$ cat src/rtl/registered_alu_if.sv
// Operand/opcode request and registered result/flag bundle for the ALU.
// Strict one-cycle valid semantics: in_valid=1 on an edge samples A/B/op_code; out_valid=1 marks a new result.
interface registered_alu_if #(
  parameter int WIDTH = 8
);
  logic             in_valid;
  logic [WIDTH-1:0] A;
  logic [WIDTH-1:0] B;
  logic [3:0]       op_code;
  logic             out_valid;
  logic [WIDTH-1:0] result;
  logic             zero;
  logic             negative;
  logic             carry;
  logic             overflow;

  modport master (
    output in_valid, A, B, op_code,
    input  out_valid, result, zero, negative, carry, overflow
  );

  modport slave (
    input  in_valid, A, B, op_code,
    output out_valid, result, zero, negative, carry, overflow
  );
endinterface

$ cat src/rtl/registered_alu.sv
// Integer ALU with one registered output stage: result and Z/N/C/V flags one clock after in_valid.
// No backpressure; a new operation can be accepted every cycle.
module registered_alu #(
  parameter int WIDTH = 8
) (
  input  logic              clk,
  input  logic              rst_n,
  registered_alu_if.slave   bus
);
  localparam logic [3:0] OP_ADD  = 4'h0;
  localparam logic [3:0] OP_SUB  = 4'h1;
  localparam logic [3:0] OP_AND  = 4'h2;
  localparam logic [3:0] OP_OR   = 4'h3;
  localparam logic [3:0] OP_XOR  = 4'h4;
  localparam logic [3:0] OP_SHL  = 4'h5;
  localparam logic [3:0] OP_SHR  = 4'h6;
  localparam logic [3:0] OP_MUL  = 4'h7;
  localparam logic [3:0] OP_ASR  = 4'h8;
  localparam logic [3:0] OP_ROL  = 4'h9;
  localparam logic [3:0] OP_ROR  = 4'hA;
  localparam logic [3:0] OP_NOT  = 4'hB;
  localparam logic [3:0] OP_INC  = 4'hC;
  localparam logic [3:0] OP_DEC  = 4'hD;
  localparam logic [3:0] OP_CMP  = 4'hE;
  localparam logic [3:0] OP_PASB = 4'hF;
  localparam int         MSB     = WIDTH - 1;

  logic [WIDTH-1:0]   a;
  logic [WIDTH-1:0]   b;
  logic [WIDTH-1:0]   add_b;
  logic [WIDTH-1:0]   sub_b;
  logic [WIDTH:0]     sum_ext;
  logic [WIDTH:0]     dif_ext;
  logic [2*WIDTH-1:0] prod;
  logic               add_v;
  logic               sub_v;
  logic [WIDTH-1:0]   alu_res;
  logic               alu_c;
  logic               alu_v;

  logic             valid_d, valid_q;
  logic [WIDTH-1:0] result_d, result_q;
  logic             zero_d, zero_q;
  logic             negative_d, negative_q;
  logic             carry_d, carry_q;
  logic             overflow_d, overflow_q;

  assign a = bus.A;
  assign b = bus.B;

  // INC/DEC reuse the ADD/SUB adders with the second operand forced to 1.
  always_comb begin
    add_b   = (bus.op_code == OP_INC) ? WIDTH'(1) : b;
    sub_b   = (bus.op_code == OP_DEC) ? WIDTH'(1) : b;
    sum_ext = {1'b0, a} + {1'b0, add_b};
    dif_ext = {1'b0, a} - {1'b0, sub_b};
    prod    = {{WIDTH{1'b0}}, a} * {{WIDTH{1'b0}}, b};
    add_v   = (a[MSB] == add_b[MSB]) && (sum_ext[MSB] != a[MSB]);
    sub_v   = (a[MSB] != sub_b[MSB]) && (dif_ext[MSB] != a[MSB]);
  end

  always_comb begin
    alu_res = '0;
    alu_c   = 1'b0;
    alu_v   = 1'b0;
    case (bus.op_code)
      OP_ADD, OP_INC: begin
        alu_res = sum_ext[WIDTH-1:0];
        alu_c   = sum_ext[WIDTH];
        alu_v   = add_v;
      end
      OP_SUB, OP_DEC, OP_CMP: begin
        alu_res = dif_ext[WIDTH-1:0];
        alu_c   = dif_ext[WIDTH];
        alu_v   = sub_v;
      end
      OP_AND:  alu_res = a & b;
      OP_OR:   alu_res = a | b;
      OP_XOR:  alu_res = a ^ b;
      OP_SHL: begin
        alu_res = {a[WIDTH-2:0], 1'b0};
        alu_c   = a[MSB];
      end
      OP_SHR: begin
        alu_res = {1'b0, a[WIDTH-1:1]};
        alu_c   = a[0];
      end
      OP_MUL: begin
        alu_res = prod[WIDTH-1:0];
        alu_c   = |prod[2*WIDTH-1:WIDTH];
      end
      OP_ASR: begin
        alu_res = {a[MSB], a[WIDTH-1:1]};
        alu_c   = a[0];
      end
      OP_ROL: begin
        alu_res = {a[WIDTH-2:0], a[MSB]};
        alu_c   = a[MSB];
      end
      OP_ROR: begin
        alu_res = {a[0], a[WIDTH-1:1]};
        alu_c   = a[0];
      end
      OP_NOT:  alu_res = ~a;
      OP_PASB: alu_res = b;
      default: alu_res = '0;
    endcase
  end

  // Flags are derived from the value being registered; idle cycles hold everything but out_valid.
  always_comb begin
    valid_d    = 1'b0;
    result_d   = result_q;
    zero_d     = zero_q;
    negative_d = negative_q;
    carry_d    = carry_q;
    overflow_d = overflow_q;
    if (bus.in_valid) begin
      valid_d    = 1'b1;
      result_d   = alu_res;
      zero_d     = ~|alu_res;
      negative_d = alu_res[MSB];
      carry_d    = alu_c;
      overflow_d = alu_v;
    end
  end

  always_ff @(posedge clk or negedge rst_n) begin
    if (!rst_n) begin
      valid_q    <= 1'b0;
      result_q   <= '0;
      zero_q     <= 1'b0;
      negative_q <= 1'b0;
      carry_q    <= 1'b0;
      overflow_q <= 1'b0;
    end else begin
      valid_q    <= valid_d;
      result_q   <= result_d;
      zero_q     <= zero_d;
      negative_q <= negative_d;
      carry_q    <= carry_d;
      overflow_q <= overflow_d;
    end
  end

  assign bus.out_valid = valid_q;
  assign bus.result    = result_q;
  assign bus.zero      = zero_q;
  assign bus.negative  = negative_q;
  assign bus.carry     = carry_q;
  assign bus.overflow  = overflow_q;
endmodule

$ cat src/flat_wrapper.sv
// flat-port wrapper written by rule: the top's interface ports become plain ports
module registered_alu_flat 
#(
  parameter int WIDTH = 8
)
  (clk, rst_n, bus_in_valid, bus_A, bus_B, bus_op_code, bus_out_valid, bus_result, bus_zero, bus_negative, bus_carry, bus_overflow);
  registered_alu_if #(.WIDTH(WIDTH)) bus_i ();
  input  logic clk;
  input  logic rst_n;
  input wire logic [$bits(bus_i.in_valid)-1:0] bus_in_valid;
  input wire logic [$bits(bus_i.A)-1:0] bus_A;
  input wire logic [$bits(bus_i.B)-1:0] bus_B;
  input wire logic [$bits(bus_i.op_code)-1:0] bus_op_code;
  output wire logic [$bits(bus_i.out_valid)-1:0] bus_out_valid;
  output wire logic [$bits(bus_i.result)-1:0] bus_result;
  output wire logic [$bits(bus_i.zero)-1:0] bus_zero;
  output wire logic [$bits(bus_i.negative)-1:0] bus_negative;
  output wire logic [$bits(bus_i.carry)-1:0] bus_carry;
  output wire logic [$bits(bus_i.overflow)-1:0] bus_overflow;
  assign bus_i.in_valid = bus_in_valid;
  assign bus_i.A = bus_A;
  assign bus_i.B = bus_B;
  assign bus_i.op_code = bus_op_code;
  assign bus_out_valid = bus_i.out_valid;
  assign bus_result = bus_i.result;
  assign bus_zero = bus_i.zero;
  assign bus_negative = bus_i.negative;
  assign bus_carry = bus_i.carry;
  assign bus_overflow = bus_i.overflow;
  registered_alu #(.WIDTH(WIDTH)) u_core (.clk(clk), .rst_n(rst_n), .bus(bus_i));
endmodule
$ cat config.mk
export PLATFORM = sky130hd
export DESIGN_NAME = registered_alu_flat
export DESIGN_NICKNAME = d
export VERILOG_FILES = /design/src/rtl/registered_alu_if.sv /design/src/rtl/registered_alu.sv /design/src/flat_wrapper.sv
export SDC_FILE = /design/constraint.sdc
export NUM_CORES = 1
export LEC_CHECK = 0
export ABC_AREA = 0
export ABC_CLOCK_PERIOD_IN_PS = 1300
export CORE_ASPECT_RATIO = 0.6
export CORE_MARGIN = 2
export CORE_UTILIZATION = 35
export DETAILED_ROUTE_END_ITERATION = 12
export PLACE_DENSITY = 0.55
export SLEW_MARGIN = 20
export SYNTH_ARGS = -nofsm -noshare
export SYNTH_HDL_FRONTEND = slang
export SYNTH_SLANG_ARGS = --single-unit
export TNS_END_PERCENT = 5
$ cat constraint.sdc
create_clock -name clk -period 1.3 [get_ports clk]
set_input_delay 0.325 -clock clk [delete_from_list [all_inputs] [get_ports clk]]
set_output_delay 0.325 -clock clk [all_outputs]
set_load 0.1 [all_outputs]
### Yosys cells after proc, flatten, opt, wreduce, memory -nomap -nowiden

Cells that the tools add are included.

* equality and inequality tests: 19
* reduce and logical (&&, ||, !) cells: 10
* bitwise logic cells: 4
* $mul: 1
* add/sub/neg operators: 2
* multiplexer cells: 6

Operators with widths (number)
* 8-bit one-hot mux with 13 select lines: 1
* 4-bit == test (second input constant): 8
* 4-bit by 3-bit == test with 1-bit output (second input constant): 4
* 8-bit by 8-bit multiplier with 16-bit output: 1
* 8-bit two-way mux: 2
* 8-bit OR reduction: 2
* 8-bit by 8-bit adder with 9-bit output: 1
* 8-bit by 8-bit subtractor with 9-bit output: 1
* 8-bit AND: 1
* 4-bit by 2-bit == test with 1-bit output (second input constant): 2
* 8-bit inverter: 1
* 8-bit OR: 1
* 8-bit bitwise XOR: 1
* 3-bit OR reduction: 2
* 1-bit one-hot mux with 5 select lines: 1
* 4-bit by 1-bit == test with 1-bit output (second input constant): 1
* 4-bit zero test: 1
* 2-bit OR reduction: 2
* 1-bit != test: 3
* 1-bit logical AND: 2
* 1-bit one-hot mux with 2 select lines: 1
* 1-bit == test: 1
* 1-bit zero test: 1
* 1-bit two-way mux: 1

* bits in registers: 13
* bits of input ports: 23
* output and inout port bits: 13
* word-level logic and storage cells: 48

### Longest topological paths before layout

Gate-level depths: netlist (run 1).

* depth in word-level cells: 6
* mapped depth: 17
* mapped depth without buffers: 17

### Least setup slack after synthesis (run 1)

Ideal clock, no wire load.

* path kind: in2reg
* from: in bus_A[3]
* to: reg u_core.carry_q (netlist: u_core.bus.carry)
* stages: 15
* setup time: 0.127 ns
* required time: 1.173 ns
* setup slack: -2.959 ns
* arrival: 4.132 ns
* buffers on the path: 1
* cell sequence: clkbuf_1 -> nand2_1 -> fa_1 -> fa_1 -> fa_1 -> fa_1 -> inv_1 -> ha_1 -> a21oi_1 -> o221ai_1 -> a21boi_0 -> nor4_1 -> nor4_1 -> a31o_2 -> a21oi_1

* longest elaborated chain between the ends: 3
* elaborated cells on any way between the ends: 5
* those cells by class: add/sub (2); mul (1); mux (1); reduce/logical (1)

RTL lines
* start: declaration: line flat_wrapper.sv:11 `input wire logic [$bits(bus_i.A)-1:0] bus_A;`
* 8-bit by 8-bit multiplier with 16-bit output: line registered_alu.sv:57 `prod = {{WIDTH{1'b0}}, a} * {{WIDTH{1'b0}}, b};`
* 8-bit OR reduction: line registered_alu.sv:90 `alu_c = |prod[2*WIDTH-1:WIDTH];`
* 1-bit one-hot mux with 5 select lines *: line registered_alu.sv:66 `case (bus.op_code)`
* end signal: assignment: line registered_alu.sv:141 `carry_q <= carry_d;`
* end: declaration: line registered_alu.sv:45 `logic carry_d, carry_q;`

Every way passes the cells marked *; elsewhere a longest branch is shown, timed or not.
A chain may end at the register's enable or synchronous reset.

### Final worst setup path (run 1)

* from: in bus_A[4]
* to: reg u_core.carry_q (netlist: u_core.bus.carry)

Same word-level chain as after synthesis.

==> flow_summary.toml, run 1 <==
[route]
wl_per_cell_um = 18.0
via_count = 5107
drt_iter0_drc = 472
drc_errors = 0
dr.pass1.iters = 5
wl_um = 17200
antenna_left = 0
viasPerCell = 5.33

[cells_and_area]
fillerInstances = 1230
n_antenna_cell = 0
multi_input_area_sq_mm = 0.00431
final_common_cell = "buf_4"
fin_area_sq_mm = 0.00710
ff_latch_area_sq_um = 300
finalNetCount = 919
final_cell_mix = "buf_4, inv_1, nor2_1, ha_1, nand2_1"
syn_to_final_growth_pct = 54.4
drive_gt1_share_pct = 38.3

[grt]
grt_pass1_vias = 4974
grt_overflow_total = 0
grt_antenna_before_repair = 0
grt_pass1_wl_um = 27200
grt_use_total_pct = 24.3
grt_max_degree = 47

[worst_setup_path]
arrival_ns = 4.22
rr_worst_depth = 6
start_kind = "input port"
rrSetupSlack_ns = -0.29
r2r_end = "u_core.bus.carry"
r2r_start = "u_core.bus.carry"
critPathCapture = "u_core.bus.carry"
cp_max_fo = 5
end_kind = "flip-flop"
critPathLaunch = "bus_A[4]"
crit_type = "in2reg"
crit_required_ns = 1.42

[die]
die_h_um = 92.8
rows = 32
ios = 36
core_sq_mm = 0.0128
die-area_sq_mm = 0.0141
start_util_pct = 35.9
die_w_um = 152

[status]
outcome = "finished with violations"
violations = "negative setup slack"

[flow_run]
drv_cap = 0

[timing]
min_period_over_period_pct = 316
skew_ns = 0
rsz0062_at_grt = "yes"
worst_pin_slew_ns = 0.719
slew_headroom_pct = 51.7
clock.fmax_mhz = 244
finalHoldViolCount = 0
drv_slew = 0
period_minus_slack_ns = 4.10
setup_violations = 11
fin_ws_ns = -2.80
finalSetupTns_ns = -22.46

[placement]
placedInstanceArea_sq_mm = 0.00650
dp_hpwl_um = 14100
gp_congestion = 0.927
port-buffer-count = 35
post-place-ws_ns = -3.66

[power_and_ir_drop]
power_density_mw_per_mm2 = 1140
power_frac_seq_pct = 6.2
switchingPower_mw = 3.86
swShare_pct = 47.6
p_clk_share_pct = 8.2
p_comb_share_pct = 85.6
power.internal_mw = 4.25
max-vdd-ir-drop_mv = 0.974
leakagePower_nw = 3.38

[synth]
yosysSeqAreaShare_pct = 6.53
synth-edff-count = 0
synth_ff_type = "dfrtp_1"
synth_seq_cells = 12
async_reset_ff_share_pct = 100
syn_inst = 604
syn_nets = 733
avgSynthCellArea_sq_um = 7.61
ys_types = 72
syn_area_sq_mm = 0.00460
ys.warnings.count = 0

[clock_network]
postCtsHoldBufs = 0
clock-root-buffer = "clkbuf_16"
clock_sinks = 12
clock_latency_ns = 0.25
cts_tree = "built"
cts_max_level = 1
cts_inserted_buffers = 3
cts.path.max_buffers = 2
clk_pin_slew_ns = 0.05

[min_path]
hold_path_class = "in2async"
power groups by stage:
stage          sequential (mW)  clock (mW)  combinational [mW]
2_1_floorplan            0.909           0                3.27
3_3_place_gp             0.506           0                5.68
3_5_place_dp             0.509           0                5.80
4_1_cts                  0.505       0.674                6.37
5_1_grt                  0.513       0.697                7.55
6_report                 0.503       0.663                6.94
Yosys cell counts (all sizes together) (9+ instances only):
cell    instances  area (sq um)
inv            91           342
ha             68           851
nor2           61           229
nand2          54           203
fa             38           761
a21oi          30           150
o21ai          23           115
buf            18           118
nand2b         15          93.8
nor3           15          75.1
clkbuf         12          45.0
dfrtp          12           300
nand3          12          60.1
xnor2          12           105
a31oi           9          71.3
cells by family after synthesis:
| kind of cell | share of synthesized area (%) |
|---|---|
| xor+xnor | 3.05 |
| simple gates | 19.7 |
| buf+inv | 11.1 |
| fa+ha+maj | 35.1 |
| flops | 6.53 |
| mux | 1.55 |
| compound gates | 23.0 |
critical path, stage by stage:
cell,delay [ns]
buf_6,0.12
buf_4,0.14
ha_2,0.16
inv_2,0.05
fa_1,0.43
fa_2,0.39
fa_1,0.56
inv_2,0.04
fa_1,0.55
ha_4,0.23
buf_4,0.14
and3_1,0.18
o211ai_1,0.15
a31oi_1,0.13
nor4_1,0.32
a31o_2,0.23
a21oi_1,0.07
metrics by stage:
stage / utilization [%] / std cells / total power, mW / hold slack (ns)
floorplan: - / 604 / 4.18 / 0.0294
global placement: 50.7 / 947 / 6.19 / 0.554
detailed placement: 50.7 / 947 / 6.31 / 0.548
CTS: 53.8 / 956 / 7.55 / 0.388
global route: 55.4 / 959 / 8.76 / 0.423
finish: 55.4 / 959 / 8.11 / 0.381
what timing repair did:
item,CTS,global route
setup buffers,5,5
gates resized for setup,110,67
setup endpoints to repair,11,11
pin swaps,32,32
registers in the layout (all words and copies together) (netlist names):
register,cells
u_core.bus.result,7
u_core.bus.out_valid,1
u_core.bus.overflow,1
u_core.bus.negative,1
u_core.bus.carry,1
u_core.bus.zero,1
layout make-up:
class	count	share of cell area, %
well taps	170	3.00
inverters	93	4.99
repair buffers	211	25.8
clock buffers	4	1.25
flip-flops and latches	12	4.23
multi-input cells	469	60.7
per-layer routing:
metal	routed length, um	share of wire [%]	track usage (%)	up-vias
met5	0	0	0	-
met1	9190	53	40.0	2467
met4	94	0.55	1.48	0
li1	-	-	-	2460
met2	6790	39	34.4	174
met3	1150	6.6	2.95	6
how the worst min path moves through the flow:
stage | start | end | slack (ns)
finish | rst_n | u_core.bus.result[2] | 0.38
global route | rst_n | u_core.bus.result[2] | 0.42
detailed placement | u_core.bus.zero | u_core.bus.zero | 0.55
floorplan | rst_n | u_core.bus.carry | 0.03
global placement | u_core.bus.zero | u_core.bus.zero | 0.55
CTS | rst_n | u_core.bus.result[2] | 0.39
Power figures use the tool's default switching activity.
==> run 2, diff against run 1 <==
--- a/config.mk
+++ b/config.mk
@@ -9,9 +9,9 @@
 export ABC_CLOCK_PERIOD_IN_PS = 1300
 export CORE_ASPECT_RATIO = 0.6
 export CORE_MARGIN = 2
-export CORE_UTILIZATION = 35
+export CORE_UTILIZATION = 30
 export DETAILED_ROUTE_END_ITERATION = 12
-export PLACE_DENSITY = 0.55
+export PLACE_DENSITY = 0.5
 export SLEW_MARGIN = 20
 export SYNTH_ARGS = -nofsm -noshare
 export SYNTH_HDL_FRONTEND = slang
==> flow_summary.toml, run 2 (synthesis gave the netlist of run 1 again) <==
[cells_and_area]
final_common_cell = "buf_4"
multi_input_area_sq_mm = 0.00429
n_antenna_cell = 0
finalNetCount = 913
fillerInstances = 1477
final_cell_mix = "buf_4, inv_1, nor2_1, ha_1, nand2_1"
fin_util_pct = 48.4
ff_latch_area_sq_um = 300
largest_reg_flops = 7
fin_cells = 981
drive_gt1_share_pct = 37.8
fin_area_sq_mm = 0.00712
syn_to_final_growth_pct = 54.9

[timing]
fin_ws_ns = -2.74
rsz0062_at_grt = "yes"
clock.fmax_mhz = 248
skew_ns = 0
setup_violations = 11
min_period_over_period_pct = 311
finalHoldViolCount = 0
period_minus_slack_ns = 4.04
hold_ws_ns = 0.381
worst_pin_slew_ns = 0.446
slew_headroom_pct = 70.3
drv_slew = 0

[clock_network]
clk_pin_slew_ns = 0.05
cts_tree = "built"
clock_sinks = 12
clock_latency_ns = 0.24
cts_inserted_buffers = 3
clock-root-buffer = "clkbuf_16"
cts.path.max_buffers = 2
cts_max_level = 1

[die]
start_util_pct = 31.2
die_h_um = 99.9
ios = 36
die_w_um = 164
core_sq_mm = 0.0147
die-area_sq_mm = 0.0164
rows = 34

[route]
viasPerCell = 5.17
wl_per_cell_um = 17.7
via_count = 5072
drc_errors = 0
dr.pass1.iters = 6
wl_um = 17300
antenna_left = 0
drt_iter0_drc = 439

[grt]
grt_overflow_total = 0
grt_max_degree = 47
grt_pass1_vias = 4881
grt_antenna_before_repair = 0
grt_use_total_pct = 21.4
grt_pass1_wl_um = 27200

[worst_setup_path]
end_kind = "flip-flop"
rrSetupSlack_ns = -0.14
cp_max_fo = 6
cpMostUsedCell = "fa_1"
path_buf_inv = 4
rr_worst_depth = 6
r2r_start = "u_core.bus.carry"
cpPeakStageDelay_ns = 0.57
start_kind = "input port"
crit_required_ns = 1.42
crit_path_top_delay_cell = "fa_1"
crit_type = "in2reg"
critical-path-top-delay-family = "adder cells"
arrival_ns = 4.16
crit_chain = "buf_6, buf_4, nand2_2, fa_1, fa_1, fa_1, fa_1, inv_2, ha_4, nand3_4, o22ai_4, buf_4, o21a_1, o21ai_1, nor4_1, a31o_2, a21oi_2"
r2r_end = "u_core.bus.carry"

[min_path]
hold_path_class = "in2async"

[status]
outcome = "finished with violations"
violations = "negative setup slack"

[placement]
dp_cells = 971
port-buffer-count = 35
placedInstanceArea_sq_mm = 0.00651
dp_hpwl_um = 14300
gp_congestion = 0.950

[flow_run]
drv_cap = 0

[power_and_ir_drop]
leakagePower_nw = 3.36
max-vdd-ir-drop_mv = 0.712
power_density_mw_per_mm2 = 1140
-- run 2: worst register-to-register path: stages, from the launching register on --
cell and delay, ns:
dfrtp_1 0.40, nor2b_1 0.15, a221oi_1 0.22, buf_4 0.17
o21ai_0 0.07, nor3_1 0.24, a21oi_2 0.08
-- run 2: power by group --
part	total [mW]	switching [mW]	internal (mW)
Sequential	0.508	0.0738	0.434
Combinational	6.96	3.69	3.27
Clock	0.655	0.188	0.467
Total	8.13	3.95	4.17
-- run 2: metal layers --
metal  global-route usage [%]  up-vias  wire length (um)
met2                     27.7      192              6560
met5                        0        -                 0
li1                         -     2451                 -
met1                     36.2     2425              9230
met3                     4.42        4              1520
met4                    0.877        0                40
-- run 2: worst max path at each step --
stage	startpoint	endpoint	slack [ns]	depth (start not counted)
after floorplan	bus_A[3]	u_core.bus.zero	-2.57	17
after global placement	bus_B[3]	u_core.bus.zero	-3.59	18
after detailed placement	bus_B[3]	u_core.bus.zero	-3.66	18
after CTS	bus_A[3]	u_core.bus.zero	-2.73	18
after global routing	bus_A[3]	u_core.bus.carry	-2.85	16
final	bus_B[4]	u_core.bus.carry	-2.74	17
-- run 2: metrics by stage --
stage	TNS [ns]	total power, mW	worst slack, ns
finish	-23.18	8.13	-2.74
detailed placement	-31.35	6.33	-3.66
global placement	-30.98	6.25	-3.59
CTS	-22.97	7.69	-2.73
global route	-24.54	8.74	-2.85
floorplan	-20.95	4.18	-2.57
-- run 2: what timing repair did --
| item | 4_1_cts | 5_1_grt |
|---|---|---|
| setup endpoints to repair | 11 | 11 |
| hold endpoints to repair | 0 | 0 |
| pin swaps | 46 | 25 |
| gates resized for setup | 146 | 45 |
| gates cloned | 0 | 0 |
| hold buffers | 0 | 0 |
| buffers inserted | 3 | 3 |
-- run 2: area by class of cell --
| type | count | area share [%] |
|---|---|---|
| inverter | 93 | 5.03 |
| sequential | 12 | 4.22 |
| multi-input combinational | 469 | 60.2 |
| clock buffer | 4 | 1.25 |
| timing repair buffer | 205 | 25.8 |
| tap | 198 | 3.48 |
==> run 3, diff against run 2 <==
--- a/config.mk
+++ b/config.mk
@@ -8,7 +8,7 @@
 export ABC_AREA = 0
 export ABC_CLOCK_PERIOD_IN_PS = 1300
 export CORE_ASPECT_RATIO = 0.6
-export CORE_MARGIN = 2
+export CORE_MARGIN = 10
 export CORE_UTILIZATION = 30
 export DETAILED_ROUTE_END_ITERATION = 12
 export PLACE_DENSITY = 0.5
==> flow_summary.toml, run 3 (synthesis gave the netlist of run 1 again) <==
[status]
outcome = "finished with violations"
violations = "negative setup slack"

[power_and_ir_drop]
power.internal_mw = 4.37
switchingPower_mw = 4.07
p_clk_share_pct = 7.8
leakagePower_nw = 3.44
p_comb_share_pct = 86.2
power_frac_seq_pct = 6.0
max-vdd-ir-drop_mv = 0.857
swShare_pct = 48.2
power_density_mw_per_mm2 = 1140

[die]
start_util_pct = 31.1
die_w_um = 180
ios = 36
die-area_sq_mm = 0.0208
rows = 34
die_h_um = 116
core_sq_mm = 0.0148

[cells_and_area]
fin_area_sq_mm = 0.00738
drive_gt1_share_pct = 41.9
finalNetCount = 929
syn_to_final_growth_pct = 60.5
final_cell_mix = "buf_4, inv_1, nor2_1, ha_1, nand2_1"
largest_reg_flops = 7
final_common_cell = "buf_4"
n_antenna_cell = 0

[grt]
met1_usage_pct = 27.5
grt_overflow_total = 0
grt_pass1_wl_um = 28400
grt_antenna_before_repair = 0
grt_pass1_vias = 4957
grt_max_degree = 47
grt_use_total_pct = 16.7
met2_usage_pct = 21.8
use_met3_pct = 2.77
grt.busiest_layer = "met1"

[worst_setup_path]
end_kind = "flip-flop"
crit_type = "in2reg"
r2r_start = "u_core.bus.carry"
arrival_ns = 4.13
crit_required_ns = 1.43
rr_worst_depth = 7
cp_max_fo = 6
rrSetupSlack_ns = -0.23
r2r_end = "u_core.bus.carry"
start_kind = "input port"

[clock_network]
clock_sinks = 12
cts_max_level = 1
cts_tree = "built"
clock_latency_ns = 0.24
clock-root-buffer = "clkbuf_16"
cts_inserted_buffers = 3
clk_pin_slew_ns = 0.05
postCtsHoldBufs = 0
cts.path.max_buffers = 2

[route]
dr.pass1.iters = 5
viasPerCell = 5.21
antenna_left = 0
via_count = 5191
wl_um = 18400
drt_iter0_drc = 517
drc_errors = 0
wl_per_cell_um = 18.4

[timing]
finalHoldViolCount = 0
drv_slew = 0
clock.fmax_mhz = 250
finalSetupTns_ns = -23.08
rsz0062_at_grt = "yes"
slew_headroom_pct = 60.5
worst_pin_slew_ns = 0.587
setup_violations = 11
fin_ws_ns = -2.70
min_period_over_period_pct = 308
period_minus_slack_ns = 4.00
skew_ns = 0

[placement]
port-buffer-count = 35
placedInstanceArea_sq_mm = 0.00651
gp_congestion = 0.938
dp_hpwl_um = 15000

[flow_run]
drv_cap = 0

[min_path]
hold_path_class = "in2async"
==> run 3: area by class of cell <==
| class | count | area [sq um] |
|---|---|---|
| Sequential cell | 12 | 300 |
| Clock buffer | 4 | 88.8 |
| Timing Repair Buffer | 221 | 2020 |
| Multi-Input combinational cell | 469 | 4360 |
| Fill cell | 1393 | 7380 |
| Tap cell | 198 | 248 |
| Inverter | 93 | 360 |
==> run 3: how the worst max path moves through the flow <==
stage / cells after the start / from / slack (ns) / endpoint
finish: 16 / bus_B[4] / -2.70 / u_core.bus.carry
global route: 18 / bus_A[3] / -2.83 / u_core.bus.zero
CTS: 16 / bus_A[2] / -2.81 / u_core.bus.zero
detailed placement: 18 / bus_B[3] / -3.58 / u_core.bus.zero
global placement: 15 / bus_B[7] / -3.57 / u_core.bus.carry
floorplan: 17 / bus_A[3] / -2.57 / u_core.bus.zero
==> run 3: layer usage <==
layer	part of all wire [%]	up-vias
li1	-	2480
met1	53	2484
met2	38	213
met3	8.6	14
met4	0.75	0
met5	0	-
==> run 3: what timing repair did <==
action                                  CTS  global route
resized for setup                       137            94
endpoints found under the setup margin   11            11
setup buffers                            11            13
pin swaps                                50            60
==> run 3: stage by stage <==
step	power [mW]	setup WS (ns)	cells	utilization [%]	hold WS [ns]
floorplan	4.18	-2.57	604	-	0.0294
global placement	6.33	-3.57	971	44.1	0.550
detailed placement	6.40	-3.58	971	44.1	0.555
CTS	7.65	-2.81	986	47.3	0.390
global route	9.07	-2.83	997	50.0	0.393
finish	8.43	-2.70	997	50.0	0.379
==> run 3: worst max-delay path, cell delays in order <==
cell      delay (ns)
buf_6           0.11
buf_6           0.10
nand2_2         0.05
fa_1            0.56
fa_1            0.45
fa_1            0.46
fa_1            0.51
inv_2           0.05
ha_4            0.32
a21oi_4         0.07
o221ai_4        0.25
a21boi_2        0.22
a21oi_2         0.07
nor4_2          0.28
a31o_2          0.23
a21oi_2         0.05
==> run 3: power by group through the flow <==
stage | combinational, mW | sequential, mW | clock [mW]
after floorplan | 3.27 | 0.909 | 0
after global placement | 5.82 | 0.507 | 0
after detailed placement | 5.89 | 0.509 | 0
after CTS | 6.47 | 0.506 | 0.665
after global routing | 7.87 | 0.514 | 0.683
final | 7.27 | 0.504 | 0.659
